===== config.mk =====
export PLATFORM = sky130hd
export DESIGN_NAME = mu_seq_master
export DESIGN_NICKNAME = d
export VERILOG_FILES = /design/src/rtl/mu_pkg.sv /design/src/rtl/wb_single_access.sv /design/src/rtl/mu_seq_master.sv
export SDC_FILE = /design/constraint.sdc
export NUM_CORES = 1
export LEC_CHECK = 0
export ABC_AREA = 0
export CORE_MARGIN = 1.5
export CORE_UTILIZATION = 51
export DETAILED_ROUTE_END_ITERATION = 8
export GPL_TIMING_DRIVEN = 0
export PLACE_DENSITY = 0.84
export SLEW_MARGIN = 5
export SYNTH_ARGS = -nofsm -noshare
export SYNTH_HDL_FRONTEND = slang
export SYNTH_HIERARCHICAL = 1
export SYNTH_SLANG_ARGS = --single-unit

===== constraint.sdc =====
create_clock -name wb_clk_i -period 2.4 [get_ports wb_clk_i]
set_input_delay 0.24 -clock wb_clk_i [delete_from_list [all_inputs] [get_ports wb_clk_i]]
set_output_delay 0.24 -clock wb_clk_i [all_outputs]
set_load 0.1 [all_outputs]

===== src/rtl/mu_pkg.sv =====
// Shared definitions for the measure-unit sequencer: register offsets of the
// target measure unit and the sequencer state encoding.
package mu_pkg;

  // Byte offsets of the measure-unit registers, relative to its base address.
  localparam logic [31:0] OFF_DELTA      = 32'h0000_0000;
  localparam logic [31:0] OFF_STB_CTL    = 32'h0000_0004;
  localparam logic [31:0] OFF_STB_PERIOD = 32'h0000_000C;
  localparam logic [31:0] OFF_MU_CTL     = 32'h0000_0010;
  localparam logic [31:0] OFF_CH1_VAL    = 32'h0000_0014;

  // Sequencer states.
  typedef enum logic [3:0] {
    ST_IDLE,
    ST_W_DELTA,
    ST_W_STB,
    ST_P_RDY,
    ST_W_RUN,
    ST_P_PT,
    ST_PUSH,
    ST_W_STOP,
    ST_FIN
  } seq_state_e;

endpackage


===== src/rtl/wb_single_access.sv =====
// One-access Wishbone classic initiator. A request is accepted whenever no
// cycle is in flight; cyc/stb then stay high until the first ack. The request
// is ignored during the ack cycle itself, so the bus always sees at least one
// idle cycle between two accesses. done_o and rdata_o are valid in the ack
// cycle only.
module wb_single_access (
  input  logic        clk_i,
  input  logic        rst_i,
  input  logic        req_i,
  input  logic        we_i,
  input  logic [31:0] adr_i,
  input  logic [31:0] dat_i,
  output logic        done_o,
  output logic [31:0] rdata_o,
  output logic [31:0] wb_adr_o,
  output logic [31:0] wb_dat_o,
  input  logic [31:0] wb_dat_i,
  output logic        wb_we_o,
  output logic [3:0]  wb_sel_o,
  output logic        wb_cyc_o,
  output logic        wb_stb_o,
  input  logic        wb_ack_i
);

  logic        act_q, act_d;
  logic        we_q, we_d;
  logic [31:0] adr_q, adr_d;
  logic [31:0] dat_q, dat_d;

  // Launch a new access when idle, retire it on ack.
  always_comb begin
    // NOTE: every signal gets a default first so no path leaves it unassigned
    // (otherwise synthesis infers a latch).
    act_d = act_q;
    we_d  = we_q;
    adr_d = adr_q;
    dat_d = dat_q;
    if (act_q) begin
      if (wb_ack_i) act_d = 1'b0;
    end else if (req_i) begin
      act_d = 1'b1;
      we_d  = we_i;
      adr_d = adr_i;
      dat_d = dat_i;
    end
  end

  // Access registers; reset abandons any cycle in flight.
  always_ff @(posedge clk_i) begin
    // NOTE: sequential state uses non-blocking assignments so every flop
    // samples the pre-edge values, independent of statement order.
    if (rst_i) begin
      act_q <= 1'b0;
      we_q  <= 1'b0;
      adr_q <= '0;
      dat_q <= '0;
    end else begin
      act_q <= act_d;
      we_q  <= we_d;
      adr_q <= adr_d;
      dat_q <= dat_d;
    end
  end

  assign done_o   = act_q & wb_ack_i;
  assign rdata_o  = wb_dat_i;
  assign wb_adr_o = adr_q;
  assign wb_dat_o = dat_q;
  assign wb_we_o  = we_q;
  assign wb_sel_o = 4'hF;
  assign wb_cyc_o = act_q;
  assign wb_stb_o = act_q;

endmodule


===== src/rtl/mu_seq_master.sv =====
// Measure-unit sequencer: programs delta and strobe control, waits for the
// strobe to be ready, runs the unit, streams n_points channel-1 samples out
// through a valid/ready port, then stops the unit and pulses done_o.
// Optional feature: define MU_SEQ_TIMEOUT_EN to bound each polling state to
// POLL_LIMIT consecutive not-ready reads (sets the sticky err_o and stops).
module mu_seq_master
  import mu_pkg::*;
#(
  parameter logic [31:0] BASE_ADDR  = 32'h0000_0000,
  parameter logic [15:0] POLL_LIMIT = 16'd1000
) (
  input  logic        wb_clk_i,
  input  logic        wb_rst_i,
  input  logic        start_i,
  input  logic [25:0] delta_i,
  input  logic [15:0] n_points_i,
  input  logic        clk_sel_i,
  input  logic        mux_i,
  output logic        busy_o,
  output logic        done_o,
  output logic        err_o,
  output logic [15:0] point_o,
  output logic        point_valid_o,
  input  logic        point_ready_i,
  output logic [31:0] wb_adr_o,
  output logic [31:0] wb_dat_o,
  input  logic [31:0] wb_dat_i,
  output logic        wb_we_o,
  output logic [3:0]  wb_sel_o,
  output logic        wb_cyc_o,
  output logic        wb_stb_o,
  input  logic        wb_ack_i
);

  seq_state_e  state_q, state_d;
  logic [25:0] delta_q, delta_d;
  logic [15:0] n_points_q, n_points_d;
  logic        clk_sel_q, clk_sel_d;
  logic        mux_q, mux_d;
  logic [15:0] cnt_q, cnt_d;
  logic [15:0] point_q, point_d;

  logic        acc_req, acc_we, acc_done;
  logic [31:0] acc_adr, acc_dat, acc_rdata;
  logic        poll_miss;

`ifdef MU_SEQ_TIMEOUT_EN
  logic [15:0] poll_q, poll_d;
  logic        err_q, err_d;
`endif

  // Next-state, bus request and datapath updates.
  always_comb begin
    state_d    = state_q;
    delta_d    = delta_q;
    n_points_d = n_points_q;
    clk_sel_d  = clk_sel_q;
    mux_d      = mux_q;
    cnt_d      = cnt_q;
    point_d    = point_q;
    acc_req    = 1'b0;
    acc_we     = 1'b0;
    acc_adr    = BASE_ADDR;
    acc_dat    = '0;
    poll_miss  = 1'b0;
`ifdef MU_SEQ_TIMEOUT_EN
    poll_d     = poll_q;
    err_d      = err_q;
`endif

    case (state_q)
      ST_IDLE: begin
        if (start_i) begin
          delta_d    = delta_i;
          n_points_d = n_points_i;
          clk_sel_d  = clk_sel_i;
          mux_d      = mux_i;
          cnt_d      = '0;
`ifdef MU_SEQ_TIMEOUT_EN
          err_d      = 1'b0;
`endif
          state_d    = ST_W_DELTA;
        end
      end
      ST_W_DELTA: begin
        acc_req = 1'b1;
        acc_we  = 1'b1;
        acc_adr = BASE_ADDR + OFF_DELTA;
        acc_dat = {6'b0, delta_q};
        if (acc_done) state_d = ST_W_STB;
      end
      ST_W_STB: begin
        acc_req = 1'b1;
        acc_we  = 1'b1;
        acc_adr = BASE_ADDR + OFF_STB_CTL;
        acc_dat = {29'b0, clk_sel_q, mux_q, 1'b1};
        if (acc_done) state_d = ST_P_RDY;
      end
      ST_P_RDY: begin
        acc_req = 1'b1;
        acc_adr = BASE_ADDR + OFF_STB_CTL;
        if (acc_done) begin
          if (acc_rdata[0]) state_d = ST_W_RUN;
          else              poll_miss = 1'b1;
        end
      end
      ST_W_RUN: begin
        acc_req = 1'b1;
        acc_we  = 1'b1;
        acc_adr = BASE_ADDR + OFF_MU_CTL;
        acc_dat = 32'h1;
        if (acc_done) state_d = (n_points_q == 16'd0) ? ST_W_STOP : ST_P_PT;
      end
      ST_P_PT: begin
        acc_req = 1'b1;
        acc_adr = BASE_ADDR + OFF_CH1_VAL;
        if (acc_done) begin
          if (acc_rdata[0]) begin
            point_d = acc_rdata[16:1];
            state_d = ST_PUSH;
          end else begin
            poll_miss = 1'b1;
          end
        end
      end
      ST_PUSH: begin
        if (point_ready_i) begin
          cnt_d   = cnt_q + 16'd1;
          state_d = (cnt_q + 16'd1 == n_points_q) ? ST_W_STOP : ST_P_PT;
        end
      end
      ST_W_STOP: begin
        acc_req = 1'b1;
        acc_we  = 1'b1;
        acc_adr = BASE_ADDR + OFF_MU_CTL;
        acc_dat = 32'h0;
        if (acc_done) state_d = ST_FIN;
      end
      ST_FIN:  state_d = ST_IDLE;
      default: state_d = ST_IDLE;
    endcase

`ifdef MU_SEQ_TIMEOUT_EN
    // Count consecutive not-ready reads; the count restarts in every state.
    if (poll_miss) begin
      if (poll_q == POLL_LIMIT - 16'd1) begin
        err_d   = 1'b1;
        state_d = ST_W_STOP;
      end else begin
        poll_d  = poll_q + 16'd1;
      end
    end
    if (state_d != state_q) poll_d = '0;
`endif
  end

  // Sequencer registers.
  always_ff @(posedge wb_clk_i) begin
    if (wb_rst_i) begin
      state_q    <= ST_IDLE;
      delta_q    <= '0;
      n_points_q <= '0;
      clk_sel_q  <= 1'b0;
      mux_q      <= 1'b0;
      cnt_q      <= '0;
      point_q    <= '0;
    end else begin
      state_q    <= state_d;
      delta_q    <= delta_d;
      n_points_q <= n_points_d;
      clk_sel_q  <= clk_sel_d;
      mux_q      <= mux_d;
      cnt_q      <= cnt_d;
      point_q    <= point_d;
    end
  end

`ifdef MU_SEQ_TIMEOUT_EN
  // Poll-timeout counter and sticky error flag.
  always_ff @(posedge wb_clk_i) begin
    if (wb_rst_i) begin
      poll_q <= '0;
      err_q  <= 1'b0;
    end else begin
      poll_q <= poll_d;
      err_q  <= err_d;
    end
  end

  assign err_o = err_q;
`else
  // Polling is unbounded; the error flag can never be raised.
  logic unused_poll;
  assign unused_poll = poll_miss ^ (^POLL_LIMIT);
  assign err_o       = 1'b0;
`endif

  wb_single_access u_acc (
    .clk_i    (wb_clk_i),
    .rst_i    (wb_rst_i),
    .req_i    (acc_req),
    .we_i     (acc_we),
    .adr_i    (acc_adr),
    .dat_i    (acc_dat),
    .done_o   (acc_done),
    .rdata_o  (acc_rdata),
    .wb_adr_o (wb_adr_o),
    .wb_dat_o (wb_dat_o),
    .wb_dat_i (wb_dat_i),
    .wb_we_o  (wb_we_o),
    .wb_sel_o (wb_sel_o),
    .wb_cyc_o (wb_cyc_o),
    .wb_stb_o (wb_stb_o),
    .wb_ack_i (wb_ack_i)
  );

  // Only the ready flag and the 16-bit sample field of read data matter.
  logic unused_rdata;
  assign unused_rdata = ^acc_rdata[31:17];

  assign busy_o        = (state_q != ST_IDLE);
  assign done_o        = (state_q == ST_FIN);
  assign point_valid_o = (state_q == ST_PUSH);
  assign point_o       = point_q;

endmodule


* Word level (Yosys, flattened, before mapping)
Index checks and enable logic that the tools add are counted.
Word-level totals: bits of input ports 81, output and inout port bits 91, flip-flop bits (word level) 146, word-level logic and storage cells 69
Operators by class: equality and inequality tests 19, reduce and logical (&&, ||, !) cells 13, $add $sub $neg 1, muxes and demuxes 23, bitwise operators 2
Operators with widths (number):
- one-hot mux 26 bit (3 select lines) | 1
- two-way mux 4 bit | 10
- two-way mux 16 bit | 2
- one-hot mux 16 bit (2 select lines) | 1
- one-hot mux 4 bit (8 select lines) | 1
- != test 2 bit (second input constant) | 9
- adder 16 x 1 -> 16 bit (second input constant) | 1
- equality test 16 bit | 1
- equality test 4 x 3 -> 1 bit (second input constant) | 4
- logical NOT 16 bit | 1
- one-hot mux 5 bit (3 select lines) | 1
- AND reduction 10 bit | 1
- equality test 4 x 2 -> 1 bit (second input constant) | 2
- AND reduction 3 bit | 2
- OR reduction 6 bit | 1
- two-way mux 1 bit | 5
- equality test 4 x 1 -> 1 bit (second input constant) | 1
- equality test 4 bit (second input constant) | 1
- logical NOT 4 bit | 1
- two-way mux 2 bit | 2
- AND reduction 2 bit | 2
- nonzero test 4 bit | 1
- OR reduction 2 bit | 2
- OR reduction 4 bit | 1
- 4 further kinds | 4

* Depth between registers and ports, before layout
Gate-level depths: netlist of the first run.
word-level depth 5, mapped depth 8, mapped depth without buffers 7

* Modules after synthesis
The synthesis of the first run kept the hierarchy.
Modules (own cells, without submodules):
- mu_seq_master | times used 1, cells an instance 517, area each 3853.7 um2, sequential area each 1601.5 um2
- wb_single_access | times used 1, cells an instance 338, area each 3273.1 um2, sequential area each 1321.3 um2

* Worst setup path after synthesis of the first run
No wires, ideal clock.
path type register -> output, start register state_q[1], end output port point_valid_o, stages on the path, launching flop included 4, data required time 2.160 ns, path slack -0.478 ns, buffers on the path 1, arrival 2.638 ns, cell sequence dfxtp_1 buf_2 inv_1 nor3_1
Between the ends: longest elaborated chain between the ends 1
Ends and longest elaborated chain:
- start: declaration | line mu_seq_master.sv:35 | seq_state_e state_q, state_d;
- start signal: assignment | line mu_seq_master.sv:168 | state_q <= state_d;
- equality test 4 x 3 -> 1 bit | line mu_seq_master.sv:223 | assign point_valid_o = (state_q == ST_PUSH);
- end: declaration | line mu_seq_master.sv:23 | output logic point_valid_o,
Every way passes these cells.

* Final worst setup path of the first run
start register cnt_q[0], end register state_q[1]
Between the ends: longest elaborated chain between the ends 5
Ends and longest elaborated chain:
- start: declaration | line mu_seq_master.sv:40 | logic [15:0] cnt_q, cnt_d;
- start signal: assignment | line mu_seq_master.sv:173 | cnt_q <= cnt_d;
- adder 16 x 1 -> 16 bit | line mu_seq_master.sv:129 | state_d = (cnt_q + 16'd1 == n_points_q) ? ST_W_STOP : ST_P_PT;
- equality test 16 bit | line mu_seq_master.sv:129
- two-way mux 2 bit | line mu_seq_master.sv:129
- two-way mux 4 bit | line mu_seq_master.sv:127 | if (point_ready_i) begin
- one-hot mux 4 bit (8 select lines) | line mu_seq_master.sv:71 | case (state_q)
Every way passes these cells. The select of a mux whose other input is x is not followed. A chain may end at the register's enable or synchronous reset.

==> qor.yml, run 1 <==
p_per_area_nw_per_um2: 1160
skew_ps: 12.6
peakVddDrop_uv: 731
timing_hold_violations_final: 0
root_buffer: "clkbuf_16"
arrival_ps: 2640
grt_first_pass_wirelength_mm: 29.8
setup_tns_ps: 0
final_antenna_net_count: 0
fillers: 1089
viasPerCell: 5.35
path_cells: "ha_1 > clkbuf_4 > and3_4 > and3_4 > xnor2_2 > o2111ai_1 > or4_1 > o31ai_2"
clock-sinks: 146
num_rows: 42
grt_pass1_vias: 6117
drv_cap: 0
vias: 6501
slew_viol_final: 0
htree_levels: 4
postCtsSetupBuffers: 0
gr-total-overflow: 0
ios: 172
avgSynthCellArea_sq_um: 8.35
setup_violations: 0
post_layout_nonfiller_instances: 1215
nets: 1113
crit_top_cell: "and3_4"
hpwlAfterDp_mm: 13.3
antenna_found_initial: 0
diodes: 0
drive_gt1_share_pct: 10.1
dp.cells: 1188
clock.fmax_ghz: 0.432
wire_per_inst_um: 15.0
design_area_sq_um: 9350
grt_usage_pct: 25.8
place_area_sq_um: 8720
worst_slew_pin_slew_ps: 1050
gp_congestion: 0.903
remaining_drc_errors: 0
die-area_sq_um: 14500
portBuffers: 133
utilization_pct: 70.0
drtIter0Drc: 581
max_slew_margin_pct: 30.0
area_delta_synth_final_pct: 33.3
netlist_area_sq_um: 7010
grt_max_degree: 17
drt_wl_total_mm: 18.3
p_total_uw: 10900
clk_latency_ps: 420
max_stage_delay_ps: 550
coreArea_sq_um: 13300
p_leak_uw: 0.00343
critPathCaptureType: "register"
period_needed_ps: 2320
cts.reportedPaths.clkPinSlew_ps: 60
die_height_um: 120
hold_buffers: 0
finalCritPeriodShare_pct: 96.5
start_util_pct: 52.5
cts_buffers: 17
worst-path-max-fanout: 8
status: "completed"
die_w_um: 120
cp-start-kind: "register"
worstHoldPathCells: 3
cts_tree: "yes"
dr.pass1.iters: 5
cp_data_required_time_ps: 2720
worst-r2r-cell-count: 8
yosys_warnings: 6
cpMaxStageDelayCell: "or4_1"
crit_type: "reg2reg"
cts_max_path_buffers: 2
hp-class: "in2reg"
rsz0062_at_grt: "no"
synthCells: 840
[path summary, 6_finish.rpt]
kind,start,end,slack [ps]
worst max-delay path,cnt_q[0],state_q[1],80
worst min-delay path,wb_dat_i[3],point_o[2],70
worst max register to register,cnt_q[0],state_q[1],80
worst min register to register,delta_q[22],delta_q[22],450
[report_power, final]
part           internal [uW]  switching [uW]  leakage [uW]
registers               2850             273       0.00119
logic                   1410            3670       0.00195
clock network           1710             940      0.000290
[what timing repair did]
item,4_1_cts,5_1_grt
cloned,0,0
pin swaps,1,0
endpoints found under the setup margin,4,16
resized for setup,11,12
[worst max-delay path, delay by kind of cell (launching register included)]
kind,cells,cell delay [ps]
and+or+nand+nor,3,980
DFF,1,390
AOI/OAI and AO/OA,2,390
buffers and inverters,1,170
adders and majority gates,1,160
xor gates and xnor gates,1,120
[layout by cell type, fill, tap and decap left out, types with 30 or more instances in the layout]
cell type / n
a21oi_1: 79
nand4bb_1: 65
nand2_1: 134
o21ai_1: 60
buf_4: 30
conb_1: 41
clkbuf_1: 36
nor2_1: 35
clkdlybuf4s50_1: 130
dfxtp_1: 143
nand2b_1: 69
[metrics by stage]
step                      hold WS (ps)  setup slack [ps]
final                             65.0              83.2
after global routing              64.5              9.33
after CTS                         59.8              13.1
after detailed placement           445             -76.1
after global placement             438             -78.2
after floorplan                    376               162
[routing by layer]
| layer | track usage [%] | vias to the layer above | routed length (um) |
|---|---|---|---|
| li1 | - | 3231 | - |
| met1 | 33.6 | 3013 | 8290 |
| met2 | 42.1 | 238 | 8540 |
| met3 | 6.46 | 19 | 1170 |
| met4 | 8.16 | 0 | 283 |
| met5 | 0 | - | 0 |
[state kept, by name, summed over array words and instances (netlist names), 4 cells and up]
register and flops:
u_acc/wb_adr_o 32, n_points_q 16, point_o 16, cnt_q 16, u_acc/wb_dat_o 32, state_q 4, delta_q 26
[area by class of cell]
cell class	instances	area, sq um	area share (%)
clock inverters	5	104	1.11
inverters	3	11.3	0.120
well taps	176	220	2.36
multi-input cells	638	3770	40.3
flip-flops and latches	146	2930	31.3
plain buffers	92	499	5.34
repair buffers	133	1330	14.2
clock buffers	22	484	5.18
Power figures use the tool's default switching activity.
==> inputs of run 2 (changes only) <==
- ABC_CLOCK_PERIOD_IN_PS: default -> 2400
- SLEW_MARGIN: 5 -> 40
==> run 2 against run 1 <==
  * Highest routed layer unchanged
  * Register-to-register slack gained 30 ps
  * Clock skew shrank 5.7 ps
  * Global-route usage shrank 0.45 points
  * Critical path type unchanged
  * First-iteration DRC count grew 2.1%
  * Combinational power shrank 5.1%
  * Maximum frequency grew 1.2%
==> qor.yml, run 2 (synthesis gave the netlist of run 1 again) <==
status: "completed"
seqPwrFrac_pct: 29.9
holdWs_ps: 66.9
finalCritPeriodShare_pct: 95.4
clock-sinks: 146
peakVddDrop_uv: 624
postCtsSetupBuffers: 0
gp_congestion: 0.903
mostFrequentLayoutCells: "dfxtp_1 (143), nand2_1 (134), buf_2 (105)"
slew_viol_final: 0
remaining_drc_errors: 0
hpwlAfterDp_mm: 13.3
comb_power_share_pct: 46.2
arrival_ps: 2610
setup_violations: 0
worst-path-max-fanout: 8
sw_frac_of_total_pct: 47.2
dr.pass1.iters: 5
grt_pass1_vias: 6090
cp-start-kind: "register"
final_common_cell: "dfxtp_1"
nets: 1112
area_delta_synth_final_pct: 26.5
root_buffer: "clkbuf_16"
grt_max_degree: 17
clk_latency_ps: 420
die_w_um: 120
drt_wl_total_mm: 18.1
die-area_sq_um: 14500
final_antenna_net_count: 0
worst_slew_pin_slew_ps: 550
power.net_switching_uw: 4910
htree_levels: 4
drive_gt1_share_pct: 18.2
clkPwrFrac_pct: 23.9
vias: 6488
p_per_area_nw_per_um2: 1170
clock.fmax_ghz: 0.437
cp_data_required_time_ps: 2720
portBuffers: 133
cts_buffers: 17
setup_tns_ps: 0
critPathCaptureType: "register"
viasPerCell: 5.33
grt_usage_pct: 25.3
ios: 172
p_leak_uw: 0.00358
rsz0062_at_grt: "no"
pre_cts_ws_ps: -79.7
p_int_uw: 5500
diodes: 0
fin_ws_ps: 110
crit_type: "reg2reg"
post_layout_nonfiller_instances: 1218
cts.reportedPaths.clkPinSlew_ps: 60
gr-total-overflow: 0
hp-class: "in2reg"
timing_hold_violations_final: 0
die_height_um: 120
max_slew_margin_pct: 63.2
num_rows: 42
drv_cap: 0
cts_tree: "yes"
wire_per_inst_um: 14.9
skew_ps: 6.84
start_util_pct: 52.5
cts_max_path_buffers: 2
dp.cells: 1188
grt_first_pass_wirelength_mm: 29.3
coreArea_sq_um: 13300
antenna_found_initial: 0
drtIter0Drc: 593
hold_buffers: 0
period_needed_ps: 2290
run 2: cell types whose count changed in the layout (fill, tap and decap cells not counted), moves of 2 or more:
cell / change
buf_2: +86
bufinv_16: -2
clkdlybuf4s15_2: -2
clkdlybuf4s50_1: -83
clkinv_2: +3
clkinvlp_4: +2
run 2: power groups by stage:
stage,clock network (uW),registers (uW),logic [uW]
after global routing,2620,3160,5120
after global placement,0,3150,4950
after floorplan,0,4960,2020
after CTS,2520,3110,4770
after detailed placement,0,3160,4750
final,2490,3110,4810
run 2: layout make-up:
type | count | area, sq um
Fill cell | 1156 | 4470
Multi-Input combinational cell | 638 | 3760
Sequential cell | 146 | 2930
Timing Repair Buffer | 133 | 901
Buffer | 91 | 494
Clock buffer | 22 | 474
Tap cell | 176 | 220
Clock inverter | 9 | 82.6
Inverter | 3 | 11.3
run 2: what timing repair did:
item / in CTS / in global routing
setup endpoints to repair: 1 / 13
resized for setup: 1 / 10
pin swaps: 1 / 0
hold endpoints to repair: 0 / 0
run 2: metrics by stage:
stage | utilization (%) | instance area, sq um | power, uW
after floorplan | - | 7170 | 6990
after global placement | 65.3 | 8720 | 8100
after detailed placement | 62.1 | 8290 | 7900
after CTS | 66.3 | 8850 | 10400
after global routing | 66.5 | 8880 | 10900
final | 66.5 | 8880 | 10400
run 2: final timing paths:
path	from	to	slack [ps]	depth (start not counted)
max	cnt_q[0]	state_q[1]	110	8
min	wb_dat_i[3]	point_o[2]	70	3
max reg2reg	cnt_q[0]	state_q[1]	110	8
min reg2reg	point_o[0]	point_o[0]	450	2
run 2: metal layers:
metal,track usage [%],part of all wire [%]
met1,32.5,44
met2,40.5,46
met3,6.04,7.5
met4,11.5,2.7
met5,0,0
run 2: critical path, stage by stage, from the launching register on:
cell	delay [ps]
dfxtp_2	390
ha_1	150
buf_2	170
and3_4	210
and3_4	210
xnor2_2	120
o2111ai_1	140
or4_1	530
o31ai_1	260
==> inputs of run 3 (changes only) <==
- CORE_UTILIZATION: 51 -> 52
- CTS_BUF_LIST: default -> sky130_fd_sc_hd__clkbuf_4 sky130_fd_sc_hd__clkbuf_8
- PLACE_DENSITY: 0.84 -> 0.85
==> run 3 against run 2 <==
  * Sequential power is essentially flat
  * Critical path depth is the same
  * Clock skew grew 3.7 ps
  * Clock-buffer cell count grew 1
  * Non-clock buffer count grew 9
  * Utilization grew 0.24 points
  * Flip-flop and latch count is the same
  * Final cell count grew 0.82%
  * Combinational power is essentially flat
==> qor.yml, run 3 (synthesis gave the netlist of run 1 again) <==
wire_per_inst_um: 14.6
diodes: 0
grt_use_met3_pct: 6.90
cts.reportedPaths.clkPinSlew_ps: 80
clock.fmax_ghz: 0.444
p_total_uw: 9880
peakVddDrop_uv: 559
drv_cap: 0
slew_viol_final: 0
mostFrequentLayoutCells: "dfxtp_1 (143), nand2_1 (134), buf_2 (104)"
setup_violations: 0
final_common_cell: "dfxtp_1"
drtIter0Drc: 565
p_leak_uw: 0.00355
worstHoldStart: "wb_dat_i[2]"
worst-path-max-fanout: 8
grt_first_pass_wirelength_mm: 29.0
area_delta_synth_final_pct: 25.5
rrSetupSlack_ps: 150
root_buffer: "clkbuf_8"
rsz0062_at_grt: "no"
nets: 1121
viasPerCell: 5.30
die-area_sq_um: 14200
cp-start-kind: "register"
cp_data_required_time_ps: 2780
ios: 172
htree_levels: 4
gp_congestion: 0.924
max_stage_delay_ps: 540
gr-total-overflow: 0
cp_num_buf_inv: 1
path_cells: "ha_1 > clkbuf_4 > and3_4 > and3_2 > xnor2_2 > o2111ai_1 > or4_1 > o31ai_2"
p_per_area_nw_per_um2: 1120
finalCritPeriodShare_pct: 93.9
antenna_found_initial: 0
r2r_start: "cnt_q[0]"
post_layout_nonfiller_instances: 1228
dr.pass1.iters: 5
hpwlAfterDp_mm: 13.1
drive_gt1_share_pct: 18.4
critPathCaptureType: "register"
hp-class: "in2reg"
seqCellArea_sq_um: 2930
cpLargestDelayFamily: "simple AND/OR/NAND/NOR gates"
clk_latency_ps: 470
grt_use_met2_pct: 40.9
dp.cells: 1188
coreArea_sq_um: 13200
max_slew_margin_pct: 63.1
cts_buffers: 17
num_rows: 42
grt_pass1_vias: 6014
status: "completed"
die_w_um: 119
arrival_ps: 2640
vias: 6508
pre_cts_ws_ps: -47.1
multi_input_area_sq_um: 3770
clock-sinks: 146
fillers: 1086
start_util_pct: 53.2
final_antenna_net_count: 0
skew_ps: 10.6
drt_wl_total_mm: 17.9
hold-path-endpoint: "point_o[1]"
die_height_um: 119
grt_usage_pct: 25.7
worstHoldPathCells: 3
timing_hold_violations_final: 0
rr_endpoint: "state_q[1]"
worst_slew_pin_slew_ps: 552
cts_max_path_buffers: 2
worst-r2r-cell-count: 8
grtUsageMet1_pct: 33.7
grt_max_degree: 17
grt_busiest_layer: "met2"
crit_type: "reg2reg"
cts_tree: "yes"
remaining_drc_errors: 0
fin_ws_ps: 147
period_needed_ps: 2250
portBuffers: 133
cpMaxStageDelayCell: "or4_1"
-- run 3: cell types whose count changed in the layout (fill, tap and decap cells not counted), sizes merged --
| cell | previous run | this run |
|---|---|---|
| bufinv | 1 | 2 |
| clkinvlp | 2 | 0 |
| buf | 137 | 136 |
| dlygate4sd3 | 0 | 8 |
| clkinv | 6 | 5 |
| inv | 3 | 5 |
| clkbuf | 62 | 65 |
-- run 3: worst max-delay path by stage --
stage	start	to	slack (ps)	cells past startpoint
final	cnt_q[0]	state_q[1]	150	8
after global routing	state_q[2]	busy_o	30	5
after CTS	cnt_q[0]	state_q[1]	7	8
after detailed placement	wb_ack_i	state_q[1]	-50	7
after global placement	wb_ack_i	state_q[1]	-100	7
after floorplan	u_acc/wb_cyc_o	state_q[1]	160	7
-- run 3: where the power goes --
group	switching [uW]	internal [uW]	total, uW
Sequential	270	2850	3120
Clock	933	1020	1960
Combinational	3650	1160	4810
-- run 3: layout make-up --
cell class	instances	share of cell area, %
multi-input cells	638	42.8
flip-flops and latches	146	33.3
repair buffers	141	11.1
plain buffers	92	5.67
clock buffers	23	3.31
well taps	176	2.50
clock inverters	9	1.18
inverters	3	0.128
-- run 3: what timing repair did --
item,4_1_cts,5_1_grt
endpoints found under the setup margin,0,12
endpoints found under the hold margin,8,0
buffers inserted,0,0
resized for setup,0,11
hold buffers,8,0
-- run 3: worst min-delay path, cell delays in order --
cell	delay, ps
buf_4	110
nand2_1	50
a21oi_1	50
-- run 3: per-layer routing --
metal	vias to the layer above	wire length (um)
met5	-	0
met4	0	337
met1	3019	8170
li1	3246	-
met2	216	8120
met3	27	1270
-- run 3: metrics by stage --
stage          utilization, %  area [sq um]  hold WS (ps)  TNS [ps]
5_1_grt                  66.7          8800          6.34         0
6_report                 66.7          8800          27.8         0
4_1_cts                  66.5          8770          2.45         0
3_5_place_dp             62.9          8290           443     -47.1
2_1_floorplan               -          7170           376         0
3_3_place_gp             66.1          8720           438      -175
